==> src/rtl/seq_detect_arbiter.sv <==
// rtl/seq_detect_arbiter.sv - round-robin arbiter sharing one serial 4-bit pattern detector
//
// Purpose: grants one of N_REQ requesters at a time, latches its word and
// shifts it MSB-first through a 4-bit history, counting overlapping PAT
// matches. Reports the count tagged with the requester index.
//
// Ports:
//   clk        clock, all state changes on posedge
//   rst        asynchronous active-high reset
//   req        per-requester "word pending"
//   word       packed requester words, requester i at [i*WORD_W +: WORD_W]
//   gnt        one-hot pulse, requester's word was latched (first SHIFT cycle)
//   busy       high whenever the controller is not IDLE
//   done       one-cycle pulse, done_id/match_cnt are valid
//   done_id    index of the requester being reported (held until next report)
//   match_cnt  overlapping PAT occurrences in the word (held until next report)
//
// Optional feature: define SEQ_ARB_BACK2BACK_EN to let REPORT arbitrate too,
// removing the dead IDLE cycle between consecutive words.

module seq_detect_arbiter #(
  parameter int          N_REQ  = 4,
  parameter int          WORD_W = 8,
  parameter logic [3:0]  PAT    = 4'b1101
) (
  input  logic                         clk,
  input  logic                         rst,
  input  logic [N_REQ-1:0]             req,
  input  logic [N_REQ*WORD_W-1:0]      word,
  output logic [N_REQ-1:0]             gnt,
  output logic                         busy,
  output logic                         done,
  output logic [$clog2(N_REQ)-1:0]     done_id,
  output logic [$clog2(WORD_W+1)-1:0]  match_cnt
);

  localparam int IW = $clog2(N_REQ);
  localparam int CW = $clog2(WORD_W + 1);
  localparam int BW = $clog2(WORD_W);

`ifdef SEQ_ARB_BACK2BACK_EN
  localparam bit B2B = 1'b1;
`else
  localparam bit B2B = 1'b0;
`endif

  typedef enum logic [1:0] {
    IDLE   = 2'd0,
    SHIFT  = 2'd1,
    REPORT = 2'd2
  } state_t;

  state_t              state_q, state_d;
  logic [IW-1:0]       ptr_q, ptr_d;
  logic [IW-1:0]       cur_q, cur_d;
  logic [BW-1:0]       idx_q, idx_d;
  logic [3:0]          hist_q, hist_d;
  logic [CW-1:0]       acc_q, acc_d;
  logic [WORD_W-1:0]   shreg_q, shreg_d;
  logic [N_REQ-1:0]    gnt_q, gnt_d;
  logic                done_q, done_d;
  logic [IW-1:0]       done_id_q, done_id_d;
  logic [CW-1:0]       match_cnt_q, match_cnt_d;

  logic                sel_valid;
  logic [IW-1:0]       sel_idx;
  logic                grant_go;
  logic [3:0]          hist_shift;

  // Round-robin pick: first requester found scanning upward from the pointer.
  always_comb begin
    sel_valid = 1'b0;
    sel_idx   = '0;
    for (int k = 0; k < N_REQ; k++) begin
      if (!sel_valid && req[(int'(ptr_q) + k) % N_REQ]) begin
        sel_valid = 1'b1;
        sel_idx   = IW'((int'(ptr_q) + k) % N_REQ);
      end
    end
  end

  // The word is kept in a left-shifting register so the current bit is
  // always the MSB; idx_q only tracks how many bits have been consumed.
  assign hist_shift = {hist_q[2:0], shreg_q[WORD_W-1]};
  assign grant_go   = sel_valid && ((state_q == IDLE) || (B2B && (state_q == REPORT)));

  always_comb begin
    state_d     = state_q;
    ptr_d       = ptr_q;
    cur_d       = cur_q;
    idx_d       = idx_q;
    hist_d      = hist_q;
    acc_d       = acc_q;
    shreg_d     = shreg_q;
    gnt_d       = '0;
    done_d      = 1'b0;
    done_id_d   = done_id_q;
    match_cnt_d = match_cnt_q;

    case (state_q)
      SHIFT: begin
        hist_d  = hist_shift;
        shreg_d = {shreg_q[WORD_W-2:0], 1'b0};
        idx_d   = idx_q + BW'(1);
        // idx_q >= 3 means this is at least the 4th bit of the current word,
        // so the history holds no bits left over from a previous word.
        if ((hist_shift == PAT) && (idx_q >= BW'(3)) && (acc_q != {CW{1'b1}})) begin
          acc_d = acc_q + CW'(1);
        end
        if (idx_q == BW'(WORD_W - 1)) begin
          state_d     = REPORT;
          idx_d       = '0;
          done_d      = 1'b1;
          done_id_d   = cur_q;
          match_cnt_d = acc_d;
        end
      end
      REPORT: begin
        state_d = IDLE;
      end
      default: begin
        state_d = IDLE;
      end
    endcase

    if (grant_go) begin
      state_d        = SHIFT;
      shreg_d        = word[sel_idx*WORD_W +: WORD_W];
      gnt_d[sel_idx] = 1'b1;
      cur_d          = sel_idx;
      hist_d         = '0;
      acc_d          = '0;
      idx_d          = '0;
      ptr_d          = IW'((int'(sel_idx) + 1) % N_REQ);
    end
  end

  always_ff @(posedge clk or posedge rst) begin
    if (rst) begin
      state_q     <= IDLE;
      ptr_q       <= '0;
      cur_q       <= '0;
      idx_q       <= '0;
      hist_q      <= '0;
      acc_q       <= '0;
      shreg_q     <= '0;
      gnt_q       <= '0;
      done_q      <= 1'b0;
      done_id_q   <= '0;
      match_cnt_q <= '0;
    end else begin
      state_q     <= state_d;
      ptr_q       <= ptr_d;
      cur_q       <= cur_d;
      idx_q       <= idx_d;
      hist_q      <= hist_d;
      acc_q       <= acc_d;
      shreg_q     <= shreg_d;
      gnt_q       <= gnt_d;
      done_q      <= done_d;
      done_id_q   <= done_id_d;
      match_cnt_q <= match_cnt_d;
    end
  end

  assign gnt       = gnt_q;
  assign busy      = (state_q != IDLE);
  assign done      = done_q;
  assign done_id   = done_id_q;
  assign match_cnt = match_cnt_q;

endmodule

==> config.mk <==
export PLATFORM = sky130hd
export DESIGN_NAME = seq_detect_arbiter
export DESIGN_NICKNAME = d
export VERILOG_FILES = /design/src/rtl/seq_detect_arbiter.sv
export SDC_FILE = /design/constraint.sdc
export NUM_CORES = 1
export LEC_CHECK = 0
export CAP_MARGIN = 20
export CORE_MARGIN = 4
export CORE_UTILIZATION = 44
export DETAILED_ROUTE_END_ITERATION = 8
export DONT_BUFFER_PORTS = 1
export PLACE_DENSITY = 0.64
export SYNTH_ARGS = -nofsm -noshare
export SYNTH_HDL_FRONTEND = slang
export SYNTH_SLANG_ARGS = --single-unit
==> constraint.sdc <==
create_clock -name clk -period 3.4 [get_ports clk]
set_clock_uncertainty 0.15 [all_clocks]
set_input_delay 0.85 -clock clk [delete_from_list [all_inputs] [get_ports clk]]
set_output_delay 0.85 -clock clk [all_outputs]
set_load 0.05 [all_outputs]
After elaboration in Yosys (flattened, before gate mapping)
Cells that the tools add are included.
- equality and inequality tests: 5
- divide/modulo/power cells: 0
- add/sub/neg operators: 6
- muxes and demuxes: 37
- bitwise gates (word level): 3
- shift operators: 1
- $mul: 0
- magnitude comparators: 7
- reduce and logical (&&, ||, !) cells: 17
- operators with widths (cell ; count):
    32-bit by 6-bit indexed part select with 8-bit output ; 1
    4-bit two-way mux ; 4
    8-bit two-way mux ; 2
    3-bit two-way mux ; 5
    1-bit two-way mux ; 14
    2-bit two-way mux ; 7
    3-bit by 4-bit less-than comparator with 1-bit output (second input constant) ; 3
    1-bit binary-select mux with 2-bit select ; 4
    1-bit logical AND ; 7
    2-bit by 3-bit less-than comparator with 1-bit output (second input constant) ; 2
    2-bit OR reduction ; 3
    2-bit by 1-bit adder with 2-bit output (second input constant) ; 2
    2-bit adder (second input constant) ; 2
    4-bit by 1-bit adder with 4-bit output (second input constant) ; 1
    4-bit == test (second input constant) ; 1
    4-bit != test (second input constant) ; 1
    2-bit nonzero test ; 2
    3-bit by 1-bit adder with 3-bit output (second input constant) ; 1
    1-bit bitwise AND (first input constant) ; 3
    3-bit == test (second input constant) ; 1
    3-bit by 2-bit >= comparator with 1-bit output (second input constant) ; 1
    1-bit logical NOT ; 3
    3-bit != test (second input constant) ; 1
    1-bit demux with 2-bit select ; 1
    other kinds (4) ; 4
- ROM bits: 0
- memories kept: 0
- logic and storage cells: 87
- register bits: 35
- input port bits: 38
- output and inout port bits: 12
- memory bits (writable): 0
- latch bits: 0

Depth between registers and ports, before layout
- depth after elaboration: 19
- mapped depth: 8
- gate-level depth less buffers: 7

Worst setup path before layout
Ideal clock, no wire load.
- kind: input to register
- start point: in req[0]
- end point: reg shreg_q[6]
- path buffers: 0
- data required time: 3124 ps
- stages on the path: 5
- path slack: 1042 ps
- arrival time: 2082 ps
- cells stage by stage: and2_4 o211a_4 nor2_4 mux2_1 a311o_1
- longest elaborated chain between the ends: 14
- ends and longest elaborated chain (item ; RTL line ; source):
    start, declared ; 28 ; input logic [N_REQ-1:0] req,
    1-bit binary-select mux with 2-bit select ; 75 ; if (!sel_valid && req[(int'(ptr_q) + k) % N_REQ]) begin
    1-bit two-way mux (implied by the code) ; 75 ;
    1-bit two-way mux ; 75 ;
    1-bit logical NOT ; 75 ;
    1-bit logical AND ; 75 ;
    1-bit two-way mux ; 75 ;
    1-bit logical NOT ; 75 ;
    1-bit logical AND ; 75 ;
    1-bit two-way mux ; 75 ;
    1-bit logical NOT ; 75 ;
    1-bit logical AND ; 75 ;
    2-bit two-way mux * ; 75 ;
    named net sel_idx[1] ; 66 ; logic [IW-1:0] sel_idx;
    32-bit by 6-bit indexed part select with 8-bit output * ; 128 ; shreg_d = word[sel_idx*WORD_W +: WORD_W];
    8-bit two-way mux * ; 126 ; if (grant_go) begin
    end signal, assigned ; 158 ; shreg_q <= shreg_d;
    end, declared ; 59 ; logic [WORD_W-1:0] shreg_q, shreg_d;
Mark *: on every way through the listed nets, which the timed path passes. The rest lies on a longest branch. The select of a mux whose other input is x is not followed.
A chain may end at the register's enable or synchronous reset.

Worst setup path in the final report
- start point: reg state_q[0]
- end point: reg shreg_q[6]
- longest elaborated chain between the ends: 3
- ends and longest elaborated chain (item ; RTL line ; source):
    start, declared ; 53 ; state_t state_q, state_d;
    start signal, assigned ; 152 ; state_q <= state_d;
    2-bit logical NOT ; 85 ; assign grant_go = sel_valid && ((state_q == IDLE) || (B2B && (state_q == REPORT)));
    1-bit logical AND ; 85 ;
    8-bit two-way mux / 2-bit nonzero test (equally long branches) ; n/a ;
Parallel ways exist; a longest one is shown, timed or not.

==> insert_results.sql <==
INSERT INTO impl_metrics (metric_group, metric, value, unit) VALUES
('final_layout', 'num_antenna_cells', '0', ''),
('detailed_routing', 'drt_wl_total', '4210', 'um'),
('setup_path', 'worst_path_dominant_cell_family', 'simple AND/OR/NAND/NOR gates', ''),
('timing', 'finalWorstSetupSlack', '0.986', 'ns'),
('global_routing', 'grt_antenna_before_repair', '0', ''),
('placed_design', 'dp_hpwl', '3190', 'um'),
('run_status', 'status', 'complete, no violations', ''),
('final_layout', 'stdcell_count', '253', ''),
('clock_network', 'post_cts_hold_buffer_count', '0', ''),
('clock_network', 'buffer_count_from_post_cts_setup_fixing', '0', ''),
('global_routing', 'via_count_of_the_first_global_routing_pass', '1564', ''),
('detailed_routing', 'drt_first_pass_iters', '4', ''),
('pwr', 'cellPowerDensity', '859', 'mW/mm^2'),
('clock_network', 'clock_tree_from_tritoncts', 'built', ''),
('timing', 'setup_viol_count_final', '0', ''),
('yosys', 'synth-main-ff-cell', 'dfrtp_1', ''),
('floorplan', 'die_w', '74.7', 'um'),
('clock_network', 'clockRootBuffer', 'clkbuf_8', ''),
('yosys', 'mappedNetlistArea', '0.00196', 'mm^2'),
('global_routing', 'grt_pass1_wl', '6850', 'um'),
('setup_path', 'crit_path_start_kind', 'register', ''),
('detailed_routing', 'route.antenna.remaining_nets', '0', ''),
('setup_path', 'worst_setup_path_end_kind', 'register', ''),
('setup_path', 'slowest_cell_on_the_critical_path', 'nor2_1', ''),
('clock_network', 'cts.reportedPaths.clkPinSlew', '0.06', 'ns'),
('placed_design', 'post-place-cells', '246', ''),
('setup_path', 'arrival', '2.43', 'ns'),
('final_layout', 'drive_gt1_share', '10.8', '%'),
('final_layout', 'synthToLayoutAreaGrowth', '6.52', '%'),
('floorplan', 'floorplan.initialDensity', '47.3', '%'),
('timing', 'tmin_final', '2.41', 'ns'),
('pwr', 'ir_drop', '0.457', 'mV'),
('yosys', 'ys_seq_elements', '35', ''),
('clock_network', 'buffers_from_clock_root_to_sink_at_most', '2', ''),
('yosys', 'synth_enable_flop_cells', '0', ''),
('yosys', 'async_reset_ff_share', '100', '%'),
('yosys', 'synth_seq_area_share', '44.7', '%'),
('yosys', 'synth-warning-count', '0', ''),
('placed_design', 'portBuffers', '0', ''),
('floorplan', 'core_area', '0.00414', 'mm^2'),
('yosys', 'syn_inst', '202', ''),
('floorplan', 'boundaryPins', '50', ''),
('clock_network', 'post_cts_resized', '0', ''),
('final_layout', 'final_design_area_no_fill', '0.00209', 'mm^2'),
('placed_design', 'place_ws', '0.922', 'ns'),
('pwr', 'total_power', '1.79', 'mW'),
('global_routing', 'grt_max_degree', '19', ''),
('global_routing', 'global_route.overflow_total', '0', ''),
('placed_design', 'post_dp_cell_area', '0.00200', 'mm^2'),
('final_layout', 'layout.nets', '249', ''),
('setup_path', 'required', '3.42', 'ns'),
('worst_hold_path', 'worst_hold_path_type', 'register to register', ''),
('global_routing', 'grt_use_total', '16.3', '%'),
('timing', 'timing.max_slew.rel_slack', '47.2', '%'),
('floorplan', 'fp_rows', '23', ''),
('final_layout', 'postLayoutCoreUtil', '50.3', '%'),
('yosys', 'avgSynthCellArea', '9.69', 'um^2'),
('detailed_routing', 'drt-wirelength-per-cell', '16.6', 'um'),
('floorplan', 'die_area', '0.00558', 'mm^2'),
('clock_network', 'number_of_cts_inserted_buffers', '5', ''),
('floorplan', 'die_h', '74.7', 'um'),
('timing', 'worst_hold_slack', '0.334', 'ns'),
('detailed_routing', 'drc', '0', ''),
('job', 'max_cap_check_violation_count', '0', ''),
('placed_design', 'finalWeightedCongestion', '0.861', ''),
('pwr', 'leakage', '0.959', 'nW'),
('detailed_routing', 'post_drt_via_cell_ratio', '6.05', ''),
('timing', 'fmaxAchievable', '414', 'MHz'),
('timing', 'report.final.hold_viol_count', '0', ''),
('detailed_routing', 'route.vias.total', '1531', ''),
('timing', 'drv_slew', '0', '');
## routing by layer
metal / global-route usage, % / up-vias / routed length, um
li1: - / 719 / -
met1: 18.7 / 744 / 1810
met2: 26.7 / 55 / 2030
met3: 5.07 / 13 / 252
met4: 9.29 / 0 / 113
met5: 0 / - / 0
## worst min-delay path, delay by kind of cell, from the launching register on
family	cells	cell delay [ns]
flops	1	0.35
simple gates	2	0.10
## placed cells by master, fill, tap and decap left out, drive strengths merged, types with 2 or more instances in the layout
| cell type | count |
|---|---|
| dfrtp | 35 |
| nand2 | 33 |
| o21ai | 22 |
| mux2i | 14 |
| nand3 | 10 |
| ha | 8 |
| inv | 7 |
| clkbuf | 6 |
| nor2 | 6 |
| and2 | 6 |
| a21oi | 5 |
| o221ai | 5 |
| nand2b | 4 |
| mux2 | 4 |
| a211o | 4 |
| buf | 3 |
| or2 | 2 |
| nor2b | 2 |
| o211ai | 2 |
| a311o | 2 |
| a31oi | 2 |
| nor3 | 2 |
| o31ai | 2 |
| and3 | 2 |
## path summary, 6_finish.rpt
kind                                          end  slack (ns)                   start  depth (start not counted)
setup / recovery           shreg_q[6]$_DFFE_PP0P_        0.99  state_q[0]$_DFFE_PP0P_                          5
hold / removal               cur_q[1]$_DFFE_PP0N_        0.33    cur_q[1]$_DFFE_PP0N_                          2
setup reg to reg           shreg_q[6]$_DFFE_PP0P_        0.99  state_q[0]$_DFFE_PP0P_                          5
hold reg to reg              cur_q[1]$_DFFE_PP0N_        0.33    cur_q[1]$_DFFE_PP0N_                          2
max in group asynchronous    idx_q[2]$_DFFE_PP0P_        2.01                     rst                          2
min in group asynchronous   hist_q[1]$_DFFE_PP0P_        0.39                     rst                          1
## layout make-up
type	count	area, um^2
clock buffers	6	82.6
clock inverters	1	5.00
fillers	392	2060
inverters	7	26.3
multi-input cells	151	1010
flip-flops and latches	35	876
well taps	50	62.6
repair buffers	3	22.5
## synth_stat cells, types with 2 or more instances
cell type | count | area [um^2]
nand2_1 | 32 | 120
mux2i_1 | 14 | 140
mux2_2 | 2 | 22.5
a211o_2 | 2 | 20.0
ha_1 | 8 | 100
a211o_1 | 2 | 17.5
nor3_1 | 2 | 10.0
inv_1 | 7 | 26.3
mux2_1 | 2 | 22.5
buf_2 | 3 | 15.0
nor2_1 | 5 | 18.8
o31ai_1 | 2 | 15.0
nand3_1 | 10 | 50.1
a311o_1 | 2 | 20.0
o221ai_1 | 5 | 43.8
o21ai_0 | 22 | 110
or2_2 | 2 | 12.5
o211ai_1 | 2 | 15.0
clkbuf_1 | 5 | 18.8
nand2b_1 | 4 | 25.0
and2_1 | 5 | 31.3
a21oi_1 | 5 | 25.0
dfrtp_1 | 35 | 876
a31oi_1 | 2 | 12.5
and3_1 | 2 | 12.5
nor2b_1 | 2 | 12.5
## sequential cells by signal (all words and copies together), names as in the netlist, 3 cells and up
name,flops
shreg_q,8
acc_q,4
gnt,4
match_cnt,4
hist_q,3
idx_q,3
## cell families after synthesis
family          share of synthesized area, %
simple gates                            17.4
compound gates                          18.7
xor+xnor                               0.895
flops                                   44.7
buf+inv                                 3.64
fa+ha+maj                               5.11
mux                                     9.46
## power by group
part / internal [mW] / leakage, nW / total, mW / switching, mW
logic: 0.275 / 0.461 / 0.679 / 0.405
clock network: 0.159 / 0.0470 / 0.297 / 0.139
registers: 0.569 / 0.451 / 0.815 / 0.247
total: 1.00 / 0.959 / 1.79 / 0.790
Note: power is estimated with default switching activity, not from simulation.
